## src/rtl/fifo_pkg.sv

```systemverilog
// Shared definitions for the FIFO read-side stream controller and its skid buffer.
package fifo_pkg;

    localparam logic [1:0] ST_IDLE  = 2'd0;
    localparam logic [1:0] ST_RUN   = 2'd1;
    localparam logic [1:0] ST_DRAIN = 2'd2;

    localparam int unsigned DEFAULT_DATA_WIDTH = 8;
    localparam int unsigned READ_LATENCY       = 1;

    // Words committed to the buffer after this edge; 3 bits so occ + inflight - pop never wraps.
    function automatic logic [2:0] credit_sum(input logic [1:0] occ,
                                              input logic       inflight,
                                              input logic       pop);
        return {1'b0, occ} + {2'b00, inflight} - {2'b00, pop};
    endfunction

endpackage

```

## src/rtl/fifo_skid_buffer.sv

```systemverilog
// Two-entry output buffer: head is the registered stream word, tail absorbs one extra capture.
module fifo_skid_buffer
    import fifo_pkg::*;
#(
    parameter int unsigned DATA_WIDTH = DEFAULT_DATA_WIDTH
) (
    input  logic                  clock,
    input  logic                  reset_n,
    input  logic                  push,
    input  logic [DATA_WIDTH-1:0] push_data,
    input  logic                  pop,
    output logic [DATA_WIDTH-1:0] head_data,
    output logic [1:0]            occ
);

    logic [DATA_WIDTH-1:0] head_q, head_d;
    logic [DATA_WIDTH-1:0] tail_q, tail_d;
    logic [1:0]            occ_q, occ_d;

    always_comb begin
        head_d = head_q;
        tail_d = tail_q;
        occ_d  = occ_q;
        unique case ({push, pop})
            2'b10: begin
                if (occ_q == 2'd0) head_d = push_data;
                else               tail_d = push_data;
                occ_d = occ_q + 2'd1;
            end
            2'b01: begin
                head_d = tail_q;
                occ_d  = occ_q - 2'd1;
            end
            2'b11: begin
                // Pop never happens on an empty buffer, so occ is 1 or 2 here.
                if (occ_q == 2'd2) begin
                    head_d = tail_q;
                    tail_d = push_data;
                end else begin
                    head_d = push_data;
                end
            end
            default: ;
        endcase
    end

    always_ff @(posedge clock or negedge reset_n) begin
        if (!reset_n) begin
            head_q <= '0;
            tail_q <= '0;
            occ_q  <= '0;
        end else begin
            head_q <= head_d;
            tail_q <= tail_d;
            occ_q  <= occ_d;
        end
    end

    assign head_data = head_q;
    assign occ       = occ_q;

endmodule

```

## src/rtl/fifo_stream_reader.sv

```systemverilog
// Read-side controller for the synchronous FIFO: issues read_en against buffer credit,
// captures words one cycle later and re-presents them on a valid/ready stream.
module fifo_stream_reader
    import fifo_pkg::*;
#(
    parameter int unsigned DATA_WIDTH  = DEFAULT_DATA_WIDTH,
    parameter int unsigned COUNT_WIDTH = 16
) (
    input  logic                   clock,
    input  logic                   reset_n,
    input  logic                   enable,
    input  logic                   fifo_empty,
    output logic                   read_en,
    input  logic [DATA_WIDTH-1:0]  fifo_data,
    output logic                   out_valid,
    output logic [DATA_WIDTH-1:0]  out_data,
    input  logic                   out_ready,
    output logic                   busy,
    output logic [COUNT_WIDTH-1:0] words_read
);

    logic [1:0]             state_q, state_d;
    logic                   inflight_q, inflight_d;
    logic [COUNT_WIDTH-1:0] words_read_q, words_read_d;
    logic [1:0]             occ;
    logic [DATA_WIDTH-1:0]  head_data;
    logic                   pop;
    logic [2:0]             credit;

    assign pop       = out_valid && out_ready;
    assign credit    = credit_sum(occ, inflight_q, pop);
    assign read_en   = (state_q == ST_RUN) && !fifo_empty && (credit < 3'd2);
    assign out_valid = (occ != 2'd0);
    assign out_data  = head_data;
    assign busy      = (state_q != ST_IDLE);

    fifo_skid_buffer #(
        .DATA_WIDTH (DATA_WIDTH)
    ) u_skid (
        .clock     (clock),
        .reset_n   (reset_n),
        .push      (inflight_q),
        .push_data (fifo_data),
        .pop       (pop),
        .head_data (head_data),
        .occ       (occ)
    );

    always_comb begin
        state_d      = state_q;
        inflight_d   = read_en;
        words_read_d = words_read_q + {{(COUNT_WIDTH-1){1'b0}}, pop};
        unique case (state_q)
            ST_IDLE:  if (enable) state_d = ST_RUN;
            ST_RUN:   if (!enable) state_d = ST_DRAIN;
            ST_DRAIN: begin
                if (enable)                               state_d = ST_RUN;
                else if (!inflight_q && (occ == 2'd0))    state_d = ST_IDLE;
            end
            default:  state_d = ST_IDLE;
        endcase
    end

    always_ff @(posedge clock or negedge reset_n) begin
        if (!reset_n) begin
            state_q      <= ST_IDLE;
            inflight_q   <= 1'b0;
            words_read_q <= '0;
        end else begin
            state_q      <= state_d;
            inflight_q   <= inflight_d;
            words_read_q <= words_read_d;
        end
    end

    assign words_read = words_read_q;

endmodule

```

## config.mk

```make
export PLATFORM = sky130hd
export DESIGN_NAME = fifo_stream_reader
export DESIGN_NICKNAME = d
export VERILOG_FILES = /design/src/rtl/fifo_pkg.sv /design/src/rtl/fifo_skid_buffer.sv /design/src/rtl/fifo_stream_reader.sv
export SDC_FILE = /design/constraint.sdc
export NUM_CORES = 1
export LEC_CHECK = 0
export BUFFER_PORTS_ARGS = -buffer_cell sky130_fd_sc_hd__buf_2
export CAP_MARGIN = 40
export CORE_MARGIN = 5
export CORE_UTILIZATION = 45
export DETAILED_ROUTE_END_ITERATION = 12
export PLACE_DENSITY = 0.75
export SYNTH_ARGS = -nofsm -noshare
export SYNTH_HDL_FRONTEND = slang
export SYNTH_HIERARCHICAL = 1
export SYNTH_SLANG_ARGS = --single-unit
```

## constraint.sdc

```tcl
create_clock -name clock -period 5 [get_ports clock]
set_clock_uncertainty 0.2 [all_clocks]
set_input_delay 1 -clock clock [delete_from_list [all_inputs] [get_ports clock]]
set_output_delay 1 -clock clock [all_outputs]
set_load 0.05 [all_outputs]
```

# ---- Word-level counts from Yosys, hierarchy flattened
# Index checks and enable logic that the tools add are counted.
dict set report totals {
  ff_bits 37
  elab_cells 52
  input_bits 13
  out_inout_bits 27
}
dict set report op_classes {
  n_lt_le_gt_ge 1
  n_addsub 5
  n_mux 12
  reduce_logical 16
  eq_ne 12
}
# operator n
set ops {}
lappend ops {{$mux W8} 4}
lappend ops {{$pmux W8 S3} 1}
lappend ops {{$add A16 B1 Y16} 1}
lappend ops {{$pmux W8 S2} 1}
lappend ops {{$eq A2 B2 Y1 const B} 4}
lappend ops {{$mux W2} 4}
lappend ops {{$ne A2 B2 Y1 const B} 4}
lappend ops {{$reduce_bool A2 Y1} 4}
lappend ops {{$pmux W2 S3} 1}
lappend ops {{$reduce_and A3 Y1} 2}
lappend ops {{$eq A2 B1 Y1 const B} 2}
lappend ops {{$logic_and A1 B1 Y1} 4}
lappend ops {{$logic_not A2 Y1} 2}
lappend ops {{$pmux W2 S2} 1}
lappend ops {{$add A2 B1 Y3} 1}
lappend ops {{$lt A3 B2 Y1 const B} 1}
lappend ops {{$ne A3 B3 Y1 const B} 1}
lappend ops {{$reduce_bool A3 Y1} 1}
lappend ops {{$sub A3 B1 Y3} 1}
lappend ops {{$add A2 B1 Y2 const B} 1}
lappend ops {{$logic_not A1 Y1} 2}
lappend ops {{$ne A2 B1 Y1 const B} 1}
lappend ops {{$reduce_and A2 Y1} 1}
lappend ops {{$sub A2 B1 Y2 const B} 1}

# ---- Logic depth before layout (Yosys ltp)
# Gate-level depths: netlist of the first run.
dict set report logic_depth {
  depth_word 5
  ltp_mapped 8
  ltp_nobuf 7
}

# ---- Cells and area by module
# Netlist of the first run, hierarchy kept.
# module cells_per_inst seq_area_each_um2 area_per_inst_um2 n_inst
set by_module_without_submodules {}
lappend by_module_without_submodules {fifo_stream_reader 74 475.5 913.4 1}
lappend by_module_without_submodules {fifo_skid_buffer 82 450.4 893.4 1}

# ---- Least setup slack after synthesis of the first run
# No wires, ideal clock.
dict set report synth_timing {
  path_kind {in2out}
  from {input port out_ready}
  to {output port read_en}
  path_stages 6
  path_slack_ps -19
  path_buffers 0
  arrival_time_ps 3819
  required_ps 3800
  cell_sequence {and2_1 ha_1 nand2b_1 fa_1 xor2_1 nor4b_1}
}
dict set report synth_via {
  elab_chain_len 4
}
# item line_no
set synth_rtl {}
lappend synth_rtl {{start: declaration} fifo_stream_reader.sv:17} ;# input logic out_ready,
lappend synth_rtl {{$logic_and A1 B1 Y1} fifo_stream_reader.sv:30} ;# assign pop = out_valid && out_ready;
lappend synth_rtl {{$sub A3 B1 Y3} fifo_pkg.sv:15} ;# return {1'b0, occ} + {2'b00, inflight} - {2'b00, pop};
lappend synth_rtl {{$lt A3 B2 Y1} fifo_stream_reader.sv:32} ;# assign read_en = (state_q == ST_RUN) && !fifo_empty && (credit < 3'd2);
lappend synth_rtl {{$logic_and A1 B1 Y1} fifo_stream_reader.sv:32}
lappend synth_rtl {{end: declaration} fifo_stream_reader.sv:13} ;# output logic read_en,
# Every way passes these cells.

# ---- Worst setup path in the final report of the first run
dict set report layout_timing {
  from {register u_skid.occ_q[0] (netlist: u_skid/occ[0])}
  to {output port read_en}
}
dict set report layout_via {
  elab_chain_len 5
  word_cells_on_any_way 6
  cone_classes {add/sub: 2; order compare: 1; reduce/logical: 3}
}
# item line_no
set layout_rtl {}
lappend layout_rtl {{start: declaration} fifo_skid_buffer.sv:18} ;# logic [1:0] occ_q, occ_d;
lappend layout_rtl {{start signal: assignment} fifo_skid_buffer.sv:51} ;# occ_q <= '0;
lappend layout_rtl {{start signal: assignment} fifo_skid_buffer.sv:55} ;# occ_q <= occ_d;
lappend layout_rtl {{$reduce_bool A2 Y1} fifo_stream_reader.sv:33} ;# assign out_valid = (occ != 2'd0);
lappend layout_rtl {{$logic_and A1 B1 Y1} fifo_stream_reader.sv:30}
lappend layout_rtl {{via pop} fifo_stream_reader.sv:27} ;# logic pop;
lappend layout_rtl {{$sub A3 B1 Y3} fifo_pkg.sv:15}
lappend layout_rtl {{$lt A3 B2 Y1} fifo_stream_reader.sv:32}
lappend layout_rtl {{$logic_and A1 B1 Y1} fifo_stream_reader.sv:32}
# The timed path passes the listed nets, and every way through them passes these cells.

==> flow_metrics.py, run 1 <==
metrics = {
    "outcome": {
        "status": "finished clean",
    },
    "flow_run": {
        "drv_cap": 0,
    },
    "cts": {
        "cts_tree": "yes",
        "cts_buffers": 5,
        "cts.htree.levels": 2,
        "cts.repair.resized": 0,
        "cts_setup_buffers": 0,
        "clockBufferDepth": 2,
        "clk_latency_ps": 280,
        "cts.sinks": 37,
        "root_buffer": "clkbuf_8",
        "cts_hold_buf": 0,
        "path_clk_slew_ps": 70,
    },
    "finish": {
        "antenna_cells": 0,
        "final_cell_mix": "39 x buf_2, 37 x dfrtp_1, 13 x xor2_1",
        "final_common_cell": "buf_2",
        "final_nets": 218,
        "area_growth_syn_to_layout_pct": 18.9,
        "fill_cells": 333,
        "regArea_um2": 926,
        "drive_gt1_share_pct": 34.3,
        "multi_input_area_um2": 837,
    },
    "worst_setup_path": {
        "cp-end-kind": "output port",
        "critPathArrivalTime_ps": 3020,
        "worst-path-max-fanout": 9,
        "cp.required_ps": 3800,
        "start_kind": "flip-flop",
        "crit_path_cell_trace": "or2_2 -> and2_1 -> ha_1 -> nand2b_1 -> fa_1 -> xor2_1 -> nor4b_2 -> buf_2",
        "crit_slowest_cell": "dfrtp_1",
        "critPathKind": "reg -> out",
        "critical_path.max_stage_delay_ps": 510,
    },
    "floorplan": {
        "die_h_um": 73.4,
        "initial_core_util_pct": 45.8,
        "die_area_um2": 5380,
        "core_area_um2": 3940,
        "dieWidth_um": 73.4,
        "io_pins": 40,
        "rows": 23,
    },
    "synthesis": {
        "syn_avg_cell_area_um2": 11.6,
        "syn_inst": 156,
        "yosys.area.top_type": "dfrtp_1",
        "netlist_area_um2": 1810,
        "syn_nets": 177,
        "async_flop_share_pct": 100,
        "synth_top_area_share_pct": 51.2,
        "yosysWarnings": 6,
        "synth_seq_cells": 37,
        "ys.flop_type": "dfrtp_1",
        "yosysUniqueCellTypes": 35,
        "synthTopCellsByArea": "dfrtp_1 51%, xor2_1 6.3%, mux2_2 5.0%, ha_1 4.8%, nand3_1 3.3%",
        "yosysSeqAreaShare_pct": 51.2,
        "synth_edf_count": 0,
    },
    "power": {
        "netSwitchingFraction_pct": 46.1,
        "power_mw": 1.32,
        "pwr-share-comb_pct": 45.0,
        "power.leakage_nw": 1.02,
        "power.internal_uw": 712,
        "switchingPower_uw": 610,
        "powerDensity_nw_per_um2": 616,
        "p_clk_share_pct": 17.2,
        "ir_worst_vdd_mv": 0.383,
        "seqPwrFrac_pct": 37.7,
    },
    "routing": {
        "route.detailed.drc": 0,
        "wl_per_cell_um": 14.4,
        "antenna_left": 0,
        "drtIter0Drc": 57,
        "via_count": 1288,
        "vias_per_cell": 5.19,
        "dr.pass1.iters": 4,
        "wl_met1_um": 1600,
        "route.met3.wl_um": 208,
        "dr.max_layer_used": "met4",
        "wl_um": 3580,
        "wl_met2_um": 1730,
    },
    "worst_hold_path": {
        "min_path_type": "reg -> reg",
    },
    "sta": {
        "fin_crit_sh_pct": 84.4,
        "fin_crit_ps": 4220,
        "fin_setup_tns_ps": 0,
        "slew_viol_final": 0,
        "max_freq_mhz": 237,
        "slew_headroom_pct": 46.2,
        "finalHoldViolCount": 0,
        "tightestPinTransition_ps": 806,
        "setup_violations": 0,
        "rsz0062_at_grt": "no",
    },
    "global_route": {
        "grt_pass1_vias": 1353,
        "grt_antenna_before_repair": 0,
        "grt_max_degree": 38,
        "grt_pass1_wl_um": 6270,
        "grt-ovfl-total": 0,
        "grt_usage_pct": 15.0,
    },
    "placed_design": {
        "hpwlAfterDp_um": 2610,
        "routabilityCongestion": 0.766,
        "io_buffers": 39,
    },
}
final cells by class:
class	count	area share, %
clock inverters	1	0.233
repair buffers	39	9.09
multi-input cells	107	39.0
inverters	7	1.22
well taps	50	2.91
clock buffers	7	4.48
flip-flops and latches	37	43.1
metrics by stage:
step | hold WS, ps | setup WS [ps] | utilization, % | instances | cell area, um2
2_1_floorplan | 250 | 694 | - | 156 | 1810
3_3_place_gp | 254 | 998 | 51.9 | 240 | 2050
3_5_place_dp | 261 | 870 | 51.9 | 240 | 2050
4_1_cts | 276 | 759 | 54.5 | 248 | 2150
5_1_grt | 310 | 633 | 54.5 | 248 | 2150
6_report | 269 | 781 | 54.5 | 248 | 2150
worst max-delay path, delay by kind of cell (launching register included):
kind                     cells  cell delay (ps)
XOR/XNOR                     1              170
buffers and inverters        1              320
flip-flops                   1              510
AND/OR/NAND/NOR              4             1080
adder cells (fa/ha/maj)      2              650
per-layer routing:
metal	global-route usage, %	up-vias
li1	-	625
met1	18.8	619
met2	24.5	37
met3	4.65	7
met4	5.23	0
met5	0	-
path summary, 6_finish.rpt:
path                       slack (ps)                       from  cells after the start                  endpoint
max                               780  u_skid/occ[0]$_DFFE_PN0P_                      8                   read_en
min                               270   words_read[15]$_DFF_PN0_                      1  words_read[15]$_DFF_PN0_
max in group asynchronous        3480                    reset_n                      1      inflight_q$_DFF_PN0_
max reg2reg                      2280  u_skid/occ[0]$_DFFE_PN0P_                      7      inflight_q$_DFF_PN0_
min reg2reg                       270   words_read[15]$_DFF_PN0_                      1  words_read[15]$_DFF_PN0_
min in group asynchronous         600                    reset_n                      1   words_read[9]$_DFF_PN0_
power groups by stage:
| stage | sequential (mW) | combinational, mW | clock [mW] |
|---|---|---|---|
| 3_5_place_dp | 0.504 | 0.600 | 0 |
| 4_1_cts | 0.500 | 0.602 | 0.238 |
| 5_1_grt | 0.514 | 0.643 | 0.250 |
| 2_1_floorplan | 0.686 | 0.280 | 0 |
| 3_3_place_gp | 0.502 | 0.585 | 0 |
| 6_report | 0.499 | 0.596 | 0.228 |
registers in the layout, summed over array words and instances, names as in the netlist:
register,flops
words_read,16
u_skid/head_data,8
inflight_q,1
u_skid/tail_q,8
state_q,2
u_skid/occ,2
Yosys cell counts, types with 2 or more instances:
cell type and instances:
dfrtp_1 37, xor2_1 13, nand3_1 12, a21oi_1 9
o21ai_0 9, a31oi_1 8, mux2_2 8, ha_1 7
inv_1 6, xnor2_1 5, nand2_1 4, nor2_1 4
nor3_1 4, nor4_2 4, nand2b_1 3, and2_1 2
clkbuf_1 2, or2_2 2
cell families (layout without fill, tap and decap cells):
family	Yosys count	count (layout)	synth area share, %
simple gates	44	44	16.6
flops	37	37	51.2
compound gates	29	29	9.76
xor+xnor	18	18	8.73
buf+inv	12	54	2.77
fa+ha+maj	8	8	5.96
mux	8	8	4.99
Power figures use the tool's default switching activity.
==> run 2: changes to the inputs <==
- clock period: 5 -> 3.9 ns (I/O delays scaled with it)
==> flow_metrics.py, run 2 (synthesized netlist as in run 1, its figures left out) <==
metrics = {
    "outcome": {
        "status": "finished clean",
    },
    "worst_setup_path": {
        "rr_worst_depth": 7,
        "r2r_slack_ps": 1440,
        "cpLargestDelayFamily": "simple AND/OR/NAND/NOR gates",
        "worst-path-max-fanout": 5,
        "start_kind": "flip-flop",
        "critPathArrivalTime_ps": 2730,
        "cp-end-kind": "output port",
        "critical_path.max_stage_delay_ps": 380,
        "critPathKind": "reg -> out",
        "crit_slowest_cell": "dfrtp_1",
        "cp.required_ps": 2920,
        "crit_path_cell_trace": "or2_2 -> and2_1 -> ha_1 -> nand2b_1 -> fa_1 -> xor2_1 -> nor4b_4 -> clkbuf_4",
        "timing.rr.start": "u_skid/occ[0]$_DFFE_PN0P_",
        "r2r_end": "inflight_q$_DFF_PN0_",
        "critPathBufInv": 1,
    },
    "finish": {
        "area_growth_syn_to_layout_pct": 21.1,
        "largest_reg_flops": 16,
        "final_cell_mix": "38 x buf_2, 37 x dfrtp_1, 13 x xor2_1",
        "final_common_cell": "buf_2",
        "final_nets": 220,
        "antenna_cells": 0,
        "drive_gt1_share_pct": 35.0,
        "fill_cells": 335,
    },
    "worst_hold_path": {
        "min_path_type": "reg -> reg",
        "whs_path_depth": 1,
        "min_from": "words_read[15]$_DFF_PN0_",
        "worstHoldEndpoint": "words_read[15]$_DFF_PN0_",
    },
    "routing": {
        "wl_um": 3640,
        "antenna_left": 0,
        "via_count": 1303,
        "wl_per_cell_um": 14.6,
        "vias_per_cell": 5.21,
        "drtIter0Drc": 55,
        "dr.pass1.iters": 4,
        "route.detailed.drc": 0,
    },
    "sta": {
        "slew_headroom_pct": 43.8,
        "finalHoldViolCount": 0,
        "fin_crit_sh_pct": 95.2,
        "slew_viol_final": 0,
        "fin_setup_tns_ps": 0,
        "tightestPinTransition_ps": 842,
        "setup_violations": 0,
        "timing.final.ws_setup_ps": 186,
        "fin_crit_ps": 3710,
        "rsz0062_at_grt": "no",
        "max_freq_mhz": 269,
    },
    "global_route": {
        "grt_pass1_wl_um": 6370,
        "grt_pass1_vias": 1296,
        "grt_antenna_before_repair": 0,
        "grt_usage_pct": 15.5,
        "grt-ovfl-total": 0,
        "grt_max_degree": 38,
    },
    "power": {
        "seqPwrFrac_pct": 34.8,
        "power.internal_uw": 966,
        "powerDensity_nw_per_um2": 804,
        "switchingPower_uw": 795,
        "netSwitchingFraction_pct": 45.1,
        "power.leakage_nw": 1.03,
        "pwr-share-comb_pct": 46.2,
        "p_clk_share_pct": 19.0,
        "ir_worst_vdd_mv": 0.375,
    },
    "floorplan": {
        "initial_core_util_pct": 45.8,
        "dieWidth_um": 73.4,
        "io_pins": 40,
        "rows": 23,
        "die_area_um2": 5380,
        "die_h_um": 73.4,
        "core_area_um2": 3940,
    },
    "cts": {
        "path_clk_slew_ps": 80,
        "cts_tree": "yes",
        "clk_latency_ps": 290,
        "root_buffer": "clkbuf_8",
        "cts.sinks": 37,
        "cts.htree.levels": 2,
        "cts_buffers": 5,
        "cts_setup_buffers": 0,
        "clockBufferDepth": 2,
        "cts_hold_buf": 0,
    },
    "placed_design": {
        "io_buffers": 39,
        "hpwlAfterDp_um": 2580,
        "routabilityCongestion": 0.722,
        "dp_slack_ps": 287,
    },
    "flow_run": {
        "drv_cap": 0,
    },
}
==> run 2: metal layers <==
layer | vias to the layer above | wire length [um] | global-route usage (%)
li1 | 634 | - | -
met1 | 628 | 1630 | 19.7
met2 | 37 | 1750 | 24.3
met3 | 4 | 222 | 5.47
met4 | 0 | 42 | 5.63
met5 | - | 0 | 0
==> run 2: repair_timing <==
action,4_1_cts,5_1_grt
resized for setup,0,1
endpoints found under the setup margin,0,1
endpoints found under the hold margin,0,0
==> run 2: how the worst max path moves through the flow <==
stage | from | endpoint | slack, ps | depth (start not counted)
2_1_floorplan | u_skid/occ[1]$_DFFE_PN0P_ | read_en | 130 | 7
3_3_place_gp | out_ready | read_en | 340 | 8
3_5_place_dp | out_ready | read_en | 290 | 8
4_1_cts | u_skid/occ[0]$_DFFE_PN0P_ | read_en | 120 | 8
5_1_grt | u_skid/occ[0]$_DFFE_PN0P_ | read_en | 30 | 8
6_report | u_skid/occ[0]$_DFFE_PN0P_ | read_en | 190 | 8
==> run 2: cell type report <==
cell class | count | area (um2) | share of cell area, %
multi-input cells | 107 | 846 | 38.7
well taps | 50 | 62.6 | 2.86
inverters | 7 | 26.3 | 1.20
clock inverters | 3 | 46.3 | 2.12
flip-flops and latches | 37 | 926 | 42.3
repair buffers | 41 | 213 | 9.72
clock buffers | 5 | 68.8 | 3.14
==> run 2: power by group through the flow <==
stage	registers [mW]	logic [mW]	clock network [mW]
global placement	0.615	0.805	0
floorplan	0.879	0.371	0
detailed placement	0.619	0.822	0
finish	0.612	0.814	0.335
CTS	0.612	0.823	0.345
global route	0.630	0.876	0.368
==> run 2: per-stage QoR <==
step / area (um2) / util (%) / hold WS [ps] / power (mW) / cells
finish: 2190 / 55.5 / 267 / 1.76 / 250
global route: 2190 / 55.5 / 281 / 1.87 / 250
CTS: 2190 / 55.4 / 274 / 1.78 / 250
detailed placement: 2070 / 52.5 / 261 / 1.44 / 242
global placement: 2070 / 52.5 / 254 / 1.42 / 242
floorplan: 1820 / - / 250 / 1.25 / 156
